`src/rtl/apb_target_timer_if.sv`:
```
// APB request/response bundle between the core's APB master bridge and a target.
//   paddr   : address (master -> target)
//   penable : access phase (master -> target)
//   psel    : target selected (master -> target)
//   pwrite  : 1=write, 0=read (master -> target)
//   pwdata  : write data (master -> target)
//   prdata  : read data, valid only while pready=1 (target -> master)
//   pready  : access-phase completion (target -> master)
//   perr    : error response, qualified by pready (target -> master)
interface apb_target_timer_if;
  logic [31:0] paddr;
  logic        penable;
  logic        psel;
  logic        pwrite;
  logic [31:0] pwdata;
  logic [31:0] prdata;
  logic        pready;
  logic        perr;

  modport master (
    output paddr, penable, psel, pwrite, pwdata,
    input  prdata, pready, perr
  );

  modport slave (
    input  paddr, penable, psel, pwrite, pwdata,
    output prdata, pready, perr
  );
endinterface

```
`src/rtl/apb_target_timer.sv`:
```
// APB target holding a 64-bit prescaled free-running timer, a 64-bit comparator and a sticky
// match flag driving a registered interrupt. Programmable wait states stall each access.
//   clk       : clock
//   reset_n   : asynchronous active-low reset
//   apb       : APB slave port (paddr[4:2] decoded; 6 and 7 respond with perr)
//   timer_irq : match & CTRL.irq_en, registered
module apb_target_timer #(
  parameter int unsigned WAIT_STATES    = 0,
  parameter logic [7:0]  RESET_PRESCALE = 8'd0
) (
  input  logic              clk,
  input  logic              reset_n,
  apb_target_timer_if.slave apb,
  output logic              timer_irq
);

  localparam logic [3:0] WaitInit = 4'(WAIT_STATES);

  typedef enum logic [0:0] {StIdle, StAccess} state_e;

  state_e      state_q, state_d;
  logic [3:0]  wait_cnt_q, wait_cnt_d;
  logic [2:0]  addr_q, addr_d;
  logic        write_q, write_d;
  logic [31:0] wdata_q, wdata_d;

  logic        enable_q, enable_d;
  logic        irq_en_q, irq_en_d;
  logic [7:0]  prescale_q, prescale_d;
  logic [7:0]  presc_cnt_q, presc_cnt_d;
  logic [63:0] timer_q, timer_d;
  logic [63:0] cmp_q, cmp_d;
  logic [31:0] hi_snap_q, hi_snap_d;
  logic        match_q, match_d;
  logic        irq_q;

  logic        ready;
  logic        done;
  logic [31:0] rdata;
  logic        rerr;

  logic unused_paddr;
  assign unused_paddr = ^{apb.paddr[31:5], apb.paddr[1:0]};

  // Transfer FSM; address/control are latched in the setup phase.
  always_comb begin
    state_d    = state_q;
    wait_cnt_d = wait_cnt_q;
    addr_d     = addr_q;
    write_d    = write_q;
    wdata_d    = wdata_q;
    ready      = 1'b0;
    done       = 1'b0;
    unique case (state_q)
      StIdle: begin
        // psel&penable without a setup phase is a protocol violation and is ignored.
        if (apb.psel && !apb.penable) begin
          state_d    = StAccess;
          wait_cnt_d = WaitInit;
          addr_d     = apb.paddr[4:2];
          write_d    = apb.pwrite;
          wdata_d    = apb.pwdata;
        end
      end
      StAccess: begin
        ready = (wait_cnt_q == 4'd0);
        if (!apb.psel) begin
          state_d = StIdle;  // master abort: nothing commits
        end else if (apb.penable) begin
          if (ready) begin
            done    = 1'b1;
            state_d = StIdle;
          end else begin
            wait_cnt_d = wait_cnt_q - 4'd1;
          end
        end
      end
      default: state_d = StIdle;
    endcase
  end

  logic wr, rd, presc_hit;
  assign wr        = done & write_q;
  assign rd        = done & ~write_q;
  assign presc_hit = (presc_cnt_q == prescale_q);

  // Register next-state. Later assignments take priority: APB timer writes beat the
  // increment, and the match set beats a same-cycle W1C.
  always_comb begin
    enable_d    = enable_q;
    irq_en_d    = irq_en_q;
    prescale_d  = prescale_q;
    presc_cnt_d = presc_cnt_q;
    timer_d     = timer_q;
    cmp_d       = cmp_q;
    hi_snap_d   = hi_snap_q;
    match_d     = match_q;

    if (enable_q) begin
      presc_cnt_d = presc_hit ? 8'd0 : presc_cnt_q + 8'd1;
      if (presc_hit) timer_d = timer_q + 64'd1;
    end

    if (wr) begin
      unique case (addr_q)
        3'd0: begin
          enable_d    = wdata_q[0];
          irq_en_d    = wdata_q[1];
          prescale_d  = wdata_q[15:8];
          presc_cnt_d = 8'd0;
        end
        3'd1:    if (wdata_q[0]) match_d = 1'b0;
        3'd2:    timer_d = {timer_q[63:32], wdata_q};
        3'd3:    timer_d = {wdata_q, timer_q[31:0]};
        3'd4:    cmp_d[31:0]  = wdata_q;
        3'd5:    cmp_d[63:32] = wdata_q;
        default: ;
      endcase
    end

    // Reading TIMER_LO freezes the upper half so a following TIMER_HI read is coherent.
    if (rd && (addr_q == 3'd2)) hi_snap_d = timer_q[63:32];

    if (timer_q >= cmp_q) match_d = 1'b1;
  end

  // Read mux from latched address and current register values.
  always_comb begin
    rdata = 32'd0;
    rerr  = 1'b0;
    unique case (addr_q)
      3'd0:       rdata = {16'd0, prescale_q, 6'd0, irq_en_q, enable_q};
      3'd1:       rdata = {31'd0, match_q};
      3'd2:       rdata = timer_q[31:0];
      3'd3:       rdata = hi_snap_q;
      3'd4:       rdata = cmp_q[31:0];
      3'd5:       rdata = cmp_q[63:32];
      3'd6, 3'd7: rerr  = 1'b1;
      default:    rerr  = 1'b1;
    endcase
  end

  assign apb.pready = ready;
  assign apb.prdata = ready ? rdata : 32'd0;
  assign apb.perr   = ready & rerr;
  assign timer_irq  = irq_q;

  always_ff @(posedge clk or negedge reset_n) begin
    if (!reset_n) begin
      state_q     <= StIdle;
      wait_cnt_q  <= 4'd0;
      addr_q      <= 3'd0;
      write_q     <= 1'b0;
      wdata_q     <= 32'd0;
      enable_q    <= 1'b0;
      irq_en_q    <= 1'b0;
      prescale_q  <= RESET_PRESCALE;
      presc_cnt_q <= 8'd0;
      timer_q     <= 64'd0;
      cmp_q       <= 64'd0;
      hi_snap_q   <= 32'd0;
      match_q     <= 1'b0;
      irq_q       <= 1'b0;
    end else begin
      state_q     <= state_d;
      wait_cnt_q  <= wait_cnt_d;
      addr_q      <= addr_d;
      write_q     <= write_d;
      wdata_q     <= wdata_d;
      enable_q    <= enable_d;
      irq_en_q    <= irq_en_d;
      prescale_q  <= prescale_d;
      presc_cnt_q <= presc_cnt_d;
      timer_q     <= timer_d;
      cmp_q       <= cmp_d;
      hi_snap_q   <= hi_snap_d;
      match_q     <= match_d;
      irq_q       <= match_q & irq_en_q;
    end
  end

endmodule

```
`src/flat_wrapper.sv`:
```
// flat-port wrapper written by rule: the top's interface ports become plain ports
module apb_target_timer_flat 
#(
  parameter int unsigned WAIT_STATES    = 0,
  parameter logic [7:0]  RESET_PRESCALE = 8'd0
)
  (clk, reset_n, timer_irq, apb_paddr, apb_penable, apb_psel, apb_pwrite, apb_pwdata, apb_prdata, apb_pready, apb_perr);
  apb_target_timer_if apb_i ();
  input  logic clk;
  input  logic reset_n;
  output logic timer_irq;
  input wire logic [$bits(apb_i.paddr)-1:0] apb_paddr;
  input wire logic [$bits(apb_i.penable)-1:0] apb_penable;
  input wire logic [$bits(apb_i.psel)-1:0] apb_psel;
  input wire logic [$bits(apb_i.pwrite)-1:0] apb_pwrite;
  input wire logic [$bits(apb_i.pwdata)-1:0] apb_pwdata;
  output wire logic [$bits(apb_i.prdata)-1:0] apb_prdata;
  output wire logic [$bits(apb_i.pready)-1:0] apb_pready;
  output wire logic [$bits(apb_i.perr)-1:0] apb_perr;
  assign apb_i.paddr = apb_paddr;
  assign apb_i.penable = apb_penable;
  assign apb_i.psel = apb_psel;
  assign apb_i.pwrite = apb_pwrite;
  assign apb_i.pwdata = apb_pwdata;
  assign apb_prdata = apb_i.prdata;
  assign apb_pready = apb_i.pready;
  assign apb_perr = apb_i.perr;
  apb_target_timer #(.WAIT_STATES(WAIT_STATES), .RESET_PRESCALE(RESET_PRESCALE)) u_core (.clk(clk), .reset_n(reset_n), .apb(apb_i), .timer_irq(timer_irq));
endmodule
```
`config.mk`:
```
export PLATFORM = sky130hd
export DESIGN_NAME = apb_target_timer_flat
export DESIGN_NICKNAME = d
export VERILOG_FILES = /design/src/rtl/apb_target_timer_if.sv /design/src/rtl/apb_target_timer.sv /design/src/flat_wrapper.sv
export SDC_FILE = /design/constraint.sdc
export NUM_CORES = 1
export LEC_CHECK = 0
export ABC_CLOCK_PERIOD_IN_PS = 2400
export BUFFER_PORTS_ARGS = -buffer_cell sky130_fd_sc_hd__buf_4
export CORE_MARGIN = 2
export CORE_UTILIZATION = 57
export CTS_BUF_LIST = sky130_fd_sc_hd__clkbuf_4 sky130_fd_sc_hd__clkbuf_8
export CTS_CLUSTER_SIZE = 14
export DETAILED_ROUTE_END_ITERATION = 6
export PLACE_DENSITY = 0.79
export SYNTH_ARGS = -nofsm -noshare
export SYNTH_HDL_FRONTEND = slang
export SYNTH_SLANG_ARGS = --single-unit
```
`constraint.sdc`:
```
create_clock -name clk -period 2.4 [get_ports clk]
set_clock_uncertainty 0.15 [all_clocks]
set_input_delay 0.12 -clock clk [delete_from_list [all_inputs] [get_ports clk]]
set_output_delay 0.12 -clock clk [all_outputs]
set_load 0.01 [all_outputs]
```
==> out/qor.csv, run 1 <==
metric;value;unit
layout.nets;1787;
antenna_found_initial;0;
slowest_stage;or4_4;
die_x;156;µm
core;22600;µm²
ant_nets;0;
ys_seq_elements;221;
overflow;0;
stdcell_count;1964;
die_area;24300;µm²
dpl.hpwl;29.5;mm
pwr-share-seq;33.4;%
async_flop_share;100;%
final_util;78.5;%
power.switching;6.70;mW
status;complete, but fails checks;
grt_first_pass_wirelength;67.0;mm
r2r-start;u_core.presc_cnt_q[6];
grt_max_degree;68;
hold_viol;0;
synth.distinct_cells;76;
path_cells;xor2_2, nor4_2, nand3_1, buf_6, or4_4, o31ai_4, a22oi_2;
place_inst;1801;
num_antenna_cells;0;
power;17.4;mW
setup-violations-final;19;
p_per_area;979;nW/µm²
clock-root-buffer;clkbuf_8;
critPathMaxFanout;6;
first_iter_violations;1484;
vias;12800;
violations;setup timing;
power_frac_comb;44.4;%
critPathBufInv;1;
max_stage_delay;0.58;ns
gp_congestion;1.00;
tightest_slew;0.702;ns
ir_worst_vdd;604;µV
crit_path_start;u_core.presc_cnt_q[6];
syn_nets;1449;
switching_share;38.5;%
start_util;58.1;%
clockBufferDepth;3;
hold_start;apb_pwdata[9];
power.internal;10.7;mW
placed_area;15400;µm²
critPathCaptureType;register;
rows;55;
seq_area_frac_synth;42.1;%
stdcell_area;17800;µm²
fp.dieH;156;µm
syn-cell-area;13200;µm²
fin_crit_sh;105;%
yosysWarningCount;0;
critical_path.top_delay_family;simple AND/OR/NAND/NOR gates;
syn_inst;1313;
vias_per_cell;6.52;
maxCapViolCount;0;
cp.required;2.67;ns
grt_usage;35.3;%
layout_common_cells;buf_4 (283), dfrtp_1 (213), mux2_2 (135);
worstHoldPathType;primary input to register;
setup_ws;-0.129;ns
dr.pass1.iters;6;
clock.fmax;0.395;GHz
synth_area_per_cell;10.0;µm²
routedWlPerCell;23.3;µm
cts.sinks;221;
worst_setup_path_start_kind;register;
cts_tree;built;
port_buffers;74;
drive_above_1_share;38.1;%
htree_levels;2;
drt-total-wl;45.7;mm
critPathArrivalTime;2.80;ns
worstSetupPathType;register to register;
synth-edff-count;0;
leakagePower;8.14;nW
clk_pin_slew;0.06;ns
final_common_cell;buf_4;
holdWs;0.198;ns
rsz0062_at_grt;yes;
io_pins;104;
ys.flop_type;dfrtp_1;
syn_to_final_growth;35.1;%
min_period;2.53;ns
finalMaxSlewViolations;0;
clkPwrFrac;22.2;%
slew_headroom;52.7;%
grt_pass1_vias;12700;
cts_made_buffers;39;
drc;0;
clock_latency;0.55;ns
## layout make-up
class / count / area [µm²]
inverter: 77 / 293
timing repair buffer: 365 / 3160
sequential: 221 / 5540
fill: 1331 / 4870
tap: 285 / 357
multi-input combinational: 947 / 7570
clock inverter: 7 / 85.1
clock buffer: 62 / 766
## cell families after synthesis
kind of cell	synth area share, %
AND/OR/NAND/NOR	16.7
AO/OA/AOI/OAI	12.8
flip-flops	42.1
multiplexers	16.5
buffers and inverters	4.47
adder cells (fa/ha/maj)	6.37
XOR/XNOR	1.07
## cell usage after synthesis, types with 4 or more instances
| library cell | number | area share [%] |
|---|---|---|
| xor2_1 | 12 | 0.80 |
| or3_1 | 8 | 0.38 |
| nor4_1 | 14 | 0.67 |
| nand3_1 | 41 | 1.6 |
| nor4_2 | 6 | 0.57 |
| nor3_1 | 33 | 1.3 |
| o21ai_0 | 33 | 1.3 |
| a22oi_1 | 17 | 0.97 |
| ha_1 | 67 | 6.4 |
| nor2b_1 | 4 | 0.19 |
| and2_1 | 12 | 0.57 |
| o311ai_0 | 4 | 0.27 |
| and3_1 | 30 | 1.4 |
| nand2b_1 | 10 | 0.48 |
| a21oi_1 | 64 | 2.4 |
| o22ai_1 | 5 | 0.24 |
| a311oi_1 | 8 | 0.53 |
| buf_2 | 29 | 1.1 |
| a211o_1 | 4 | 0.27 |
| a31oi_1 | 6 | 0.29 |
| mux2i_1 | 61 | 4.6 |
| o22a_1 | 22 | 1.5 |
| nor2_1 | 120 | 3.4 |
| mux2_2 | 135 | 12 |
| inv_1 | 77 | 2.2 |
| or4_1 | 4 | 0.23 |
| nand4_1 | 32 | 1.5 |
| nand2_1 | 78 | 2.2 |
| a211oi_1 | 33 | 1.9 |
| a21o_1 | 9 | 0.51 |
| dfrtp_1 | 221 | 42 |
| clkbuf_1 | 35 | 1.0 |
| xnor2_1 | 4 | 0.27 |
## routing by layer
metal,wire length [µm],GRT usage [%]
met1,17100,44.8
met2,21500,57.6
met3,4600,7.81
met4,2540,17.1
met5,0,0
## tightest hold or removal path, cell delays in order
cell and delay [ns]:
dlygate4sd3_1 0.52, buf_4 0.09, mux2_2 0.12
## state kept, by name, summed over array words and instances, names as in the netlist
signal,cells
u_core.enable_q,1
u_core.hi_snap_q,32
u_core.match_q,1
u_core.addr_q,3
u_core.timer_irq,1
u_core.wait_cnt_q,4
u_core.prescale_q,8
u_core.presc_cnt_q,8
u_core.timer_q,64
u_core.wdata_q,32
u_core.write_q,1
u_core.state_q,1
u_core.cmp_q,64
u_core.irq_en_q,1
## stage by stage
step	setup WS (ns)	setup TNS, ns
floorplan	0.0687	0
finish	-0.129	-1.08
CTS	-0.0292	-0.0963
detailed placement	-0.191	-0.662
global placement	-0.259	-0.273
global route	-0.203	-7.44
## power by group through the flow
stage	clock, mW	sequential [mW]	combinational [mW]
after floorplan	0	5.62	3.69
after global placement	0	5.70	6.22
after detailed placement	0	5.76	6.43
after CTS	3.87	5.70	6.83
after global routing	4.06	5.89	8.27
final	3.87	5.81	7.72
## worst paths after layout
kind                            cells after the start                   end  slack (ns)
worst max-delay path                                7    u_core.timer_q[58]       -0.13
worst min-delay path                                3     u_core.wdata_q[9]        0.20
worst max register to register                      7    u_core.timer_q[58]       -0.13
worst min register to register                      2  u_core.hi_snap_q[30]        0.35
max in group asynchronous                           4   u_core.hi_snap_q[2]        0.77
min in group asynchronous                           3      u_core.cmp_q[25]        0.51
## what timing repair did
| item | CTS | global route |
|---|---|---|
| resized for setup | 39 | 112 |
| hold buffers | 41 | 0 |
| gates cloned | 0 | 4 |
| hold endpoints to repair | 262 | 0 |
| setup endpoints to repair | 44 | 117 |
| setup buffers | 15 | 34 |
| pin swaps | 10 | 43 |
No activity file was read; power rests on OpenSTA's default activity.
==> inputs of run 2 (changes only) <==
--- a/config.mk
+++ b/config.mk
@@ -12,7 +12,7 @@
 export CTS_BUF_LIST = sky130_fd_sc_hd__clkbuf_4 sky130_fd_sc_hd__clkbuf_8
 export CTS_CLUSTER_SIZE = 14
 export DETAILED_ROUTE_END_ITERATION = 6
-export PLACE_DENSITY = 0.79
+export PLACE_DENSITY = 0.8
 export SYNTH_ARGS = -nofsm -noshare
 export SYNTH_HDL_FRONTEND = slang
 export SYNTH_SLANG_ARGS = --single-unit
==> run 2 against run 1 <==
  * The run still ends with setup timing left
  * Critical path depth unchanged
  * Final cell count decreased by 0.76%
  * First-iteration DRC count increased by 5.7%
  * Sequential share of layout area about the same
  * Combinational power about the same
  * Die area unchanged
  * Clock power increased by 4%
  * Global-route usage increased by 0.11 points
  * Non-clock buffer count decreased by 13
  * Power increased by 1.4%
  * Routed wire length increased by 0.50%
  * Via count decreased by 0.26%
  * Critical path type unchanged
==> out/qor.csv, run 2 (synthesis gave the netlist of run 1 again) <==
metric;value;unit;change
min_delay_path_depth;4;;was 3
clock.fmax;0.399;GHz;was 0.395 GHz
antenna_found_initial;2;;was 0
clock_latency;0.56;ns;was 0.55 ns
layout_common_cells;buf_4 (272), dfrtp_1 (214), mux2_2 (135);;was buf_4 (283), dfrtp_1 (213), mux2_2 (135)
worstHoldPathType;primary input to register;;unchanged
cts_made_buffers;40;;was 39
path_cells;xor2_2, nor4_2, nand3_2, buf_6, or4_4, o31ai_2, a22oi_1;;was xor2_2, nor4_2, nand3_1, buf_6, or4_4, o31ai_4, a22oi_2
n_fill_cell;1364;;was 1331
stdcell_count;1949;;was 1964
port_buffers;74;;unchanged
critPathArrivalTime;2.77;ns;was 2.80 ns
clk_pin_slew;0.07;ns;was 0.06 ns
htree_levels;2;;unchanged
start_util;58.1;%;unchanged
placed_area;15400;µm²;about the same
clkPwrFrac;22.9;%;was 22.2%
ant_nets;0;;unchanged
overflow;0;;unchanged
pwr-share-seq;33.2;%;was 33.4%
drt-total-wl;45.9;mm;was 45.7 mm
clockBufferDepth;3;;unchanged
setup-violations-final;14;;was 19
grt_pass1_vias;12700;;about the same
reg2reg_depth;7;;unchanged
die_area;24300;µm²;unchanged
power;17.6;mW;was 17.4 mW
core;22600;µm²;unchanged
stdcell_area;17800;µm²;about the same
die_x;156;µm;unchanged
final_common_cell;buf_4;;unchanged
leakagePower;8.15;nW;was 8.14 nW
power.internal;10.8;mW;was 10.7 mW
gp_congestion;0.976;;was 1.00
worst_setup_path_start_kind;register;;unchanged
tightest_slew;0.578;ns;was 0.702 ns
critPathMaxFanout;6;;unchanged
hold_viol;0;;unchanged
cp.required;2.66;ns;was 2.67 ns
place_inst;1801;;unchanged
max_stage_delay;0.57;ns;was 0.58 ns
critPathBufInv;1;;unchanged
final_util;78.5;%;about the same
worstSetupPathType;register to register;;unchanged
critical_path.top_delay_family;simple AND/OR/NAND/NOR gates;;unchanged
switching_share;38.6;%;was 38.5%
setup_ws;-0.107;ns;was -0.129 ns
grt_first_pass_wirelength;67.3;mm;was 67.0 mm
maxCapViolCount;0;;unchanged
biggestRegsByFlops;u_core.cmp_q x64, u_core.timer_q x64;;unchanged
violations;setup timing;;unchanged
routedWlPerCell;23.6;µm;was 23.3 µm
cts_tree;built;;unchanged
clock-root-buffer;clkbuf_8;;unchanged
power.switching;6.80;mW;was 6.70 mW
syn_to_final_growth;35.1;%;about the same
dpl.hpwl;29.7;mm;was 29.5 mm
layout.nets;1775;;was 1787
dr.pass1.iters;7;;was 6
grt_max_degree;73;;was 68
vias;12800;;about the same
tns;-0.619;ns;was -1.08 ns
power_frac_comb;43.9;%;was 44.4%
min_period;2.51;ns;was 2.53 ns
rows;55;;unchanged
fin_crit_sh;104;%;was 105%
slew_headroom;61.3;%;was 52.7%
cts.sinks;221;;unchanged
rsz0062_at_grt;yes;;unchanged
finalMaxSlewViolations;0;;unchanged
status;complete, but fails checks;;unchanged
first_iter_violations;1569;;was 1484
io_pins;104;;unchanged
critPathCaptureType;register;;unchanged
drive_above_1_share;37.8;%;was 38.1%
fp.dieH;156;µm;unchanged
vias_per_cell;6.55;;was 6.52
drc;0;;unchanged
cp_num_cells;7;;unchanged
grt_usage;35.4;%;was 35.3%
p_per_area;992;nW/µm²;was 979 nW/µm²
slowest_stage;or4_4;;unchanged
ir_worst_vdd;635;µV;was 604 µV
run 2: cell types whose count changed in the layout (fill, tap and decap cells not counted), sizes merged:
cell / delta
buf: -12
bufinv: +2
clkbuf: -4
clkinv: -2
diode: +1
run 2: per-layer routing:
| layer | GRT usage, % | up-vias | wire length [µm] |
|---|---|---|---|
| li1 | - | 5472 | - |
| met1 | 45.2 | 6205 | 17100 |
| met2 | 57.9 | 865 | 21700 |
| met3 | 6.69 | 228 | 4440 |
| met4 | 17.8 | 2 | 2660 |
| met5 | 0 | - | 11 |
run 2: final timing paths:
kind	start	endpoint	slack, ns
setup / recovery	u_core.prescale_q[2]	u_core.timer_q[58]	-0.11
hold / removal	apb_paddr[2]	u_core.addr_q[0]	0.17
setup reg to reg	u_core.prescale_q[2]	u_core.timer_q[58]	-0.11
hold reg to reg	u_core.hi_snap_q[19]	u_core.hi_snap_q[19]	0.36
max in group asynchronous	reset_n	u_core.timer_q[8]	1.13
min in group asynchronous	reset_n	u_core.wdata_q[26]	0.53
run 2: worst register-to-register path, cell delays in order (launching register included):
cell     delay [ns]
dfrtp_1        0.42
xor2_2         0.21
nor4_2         0.35
nand3_2        0.17
buf_6          0.18
or4_4          0.57
o31ai_2        0.21
a22oi_1        0.11
run 2: layout make-up:
| class | count | area [µm²] | area share, % |
|---|---|---|---|
| clock inverters | 7 | 135 | 0.761 |
| inverters | 77 | 293 | 1.65 |
| multi-input cells | 947 | 7620 | 42.9 |
| diodes | 1 | 2.50 | 0.0141 |
| repair buffers | 352 | 3070 | 17.3 |
| flip-flops and latches | 221 | 5540 | 31.2 |
| well taps | 285 | 357 | 2.01 |
| clock buffers | 59 | 749 | 4.22 |
run 2: what timing repair did:
action | CTS | global route
setup buffers | 10 | 24
resized for setup | 40 | 121
pin swaps | 9 | 27
endpoints found under the hold margin | 262 | 0
gates cloned | 0 | 6
endpoints found under the setup margin | 49 | 100
hold buffers | 42 | 0
run 2: through the flow:
stage	worst slack (ns)	hold slack, ns
3_5_place_dp	-0.166	-0.154
4_1_cts	-0.0152	0.156
5_1_grt	-0.159	0.210
2_1_floorplan	0.0687	-0.326
6_report	-0.107	0.170
3_3_place_gp	-0.148	-0.156
run 2: power groups by stage:
stage | Combinational, mW | Clock, mW | Sequential [mW]
after floorplan | 3.69 | 0 | 5.62
after detailed placement | 6.44 | 0 | 5.78
final | 7.74 | 4.04 | 5.85
after global placement | 6.20 | 0 | 5.71
after CTS | 6.83 | 4.05 | 5.74
after global routing | 8.23 | 4.23 | 5.93
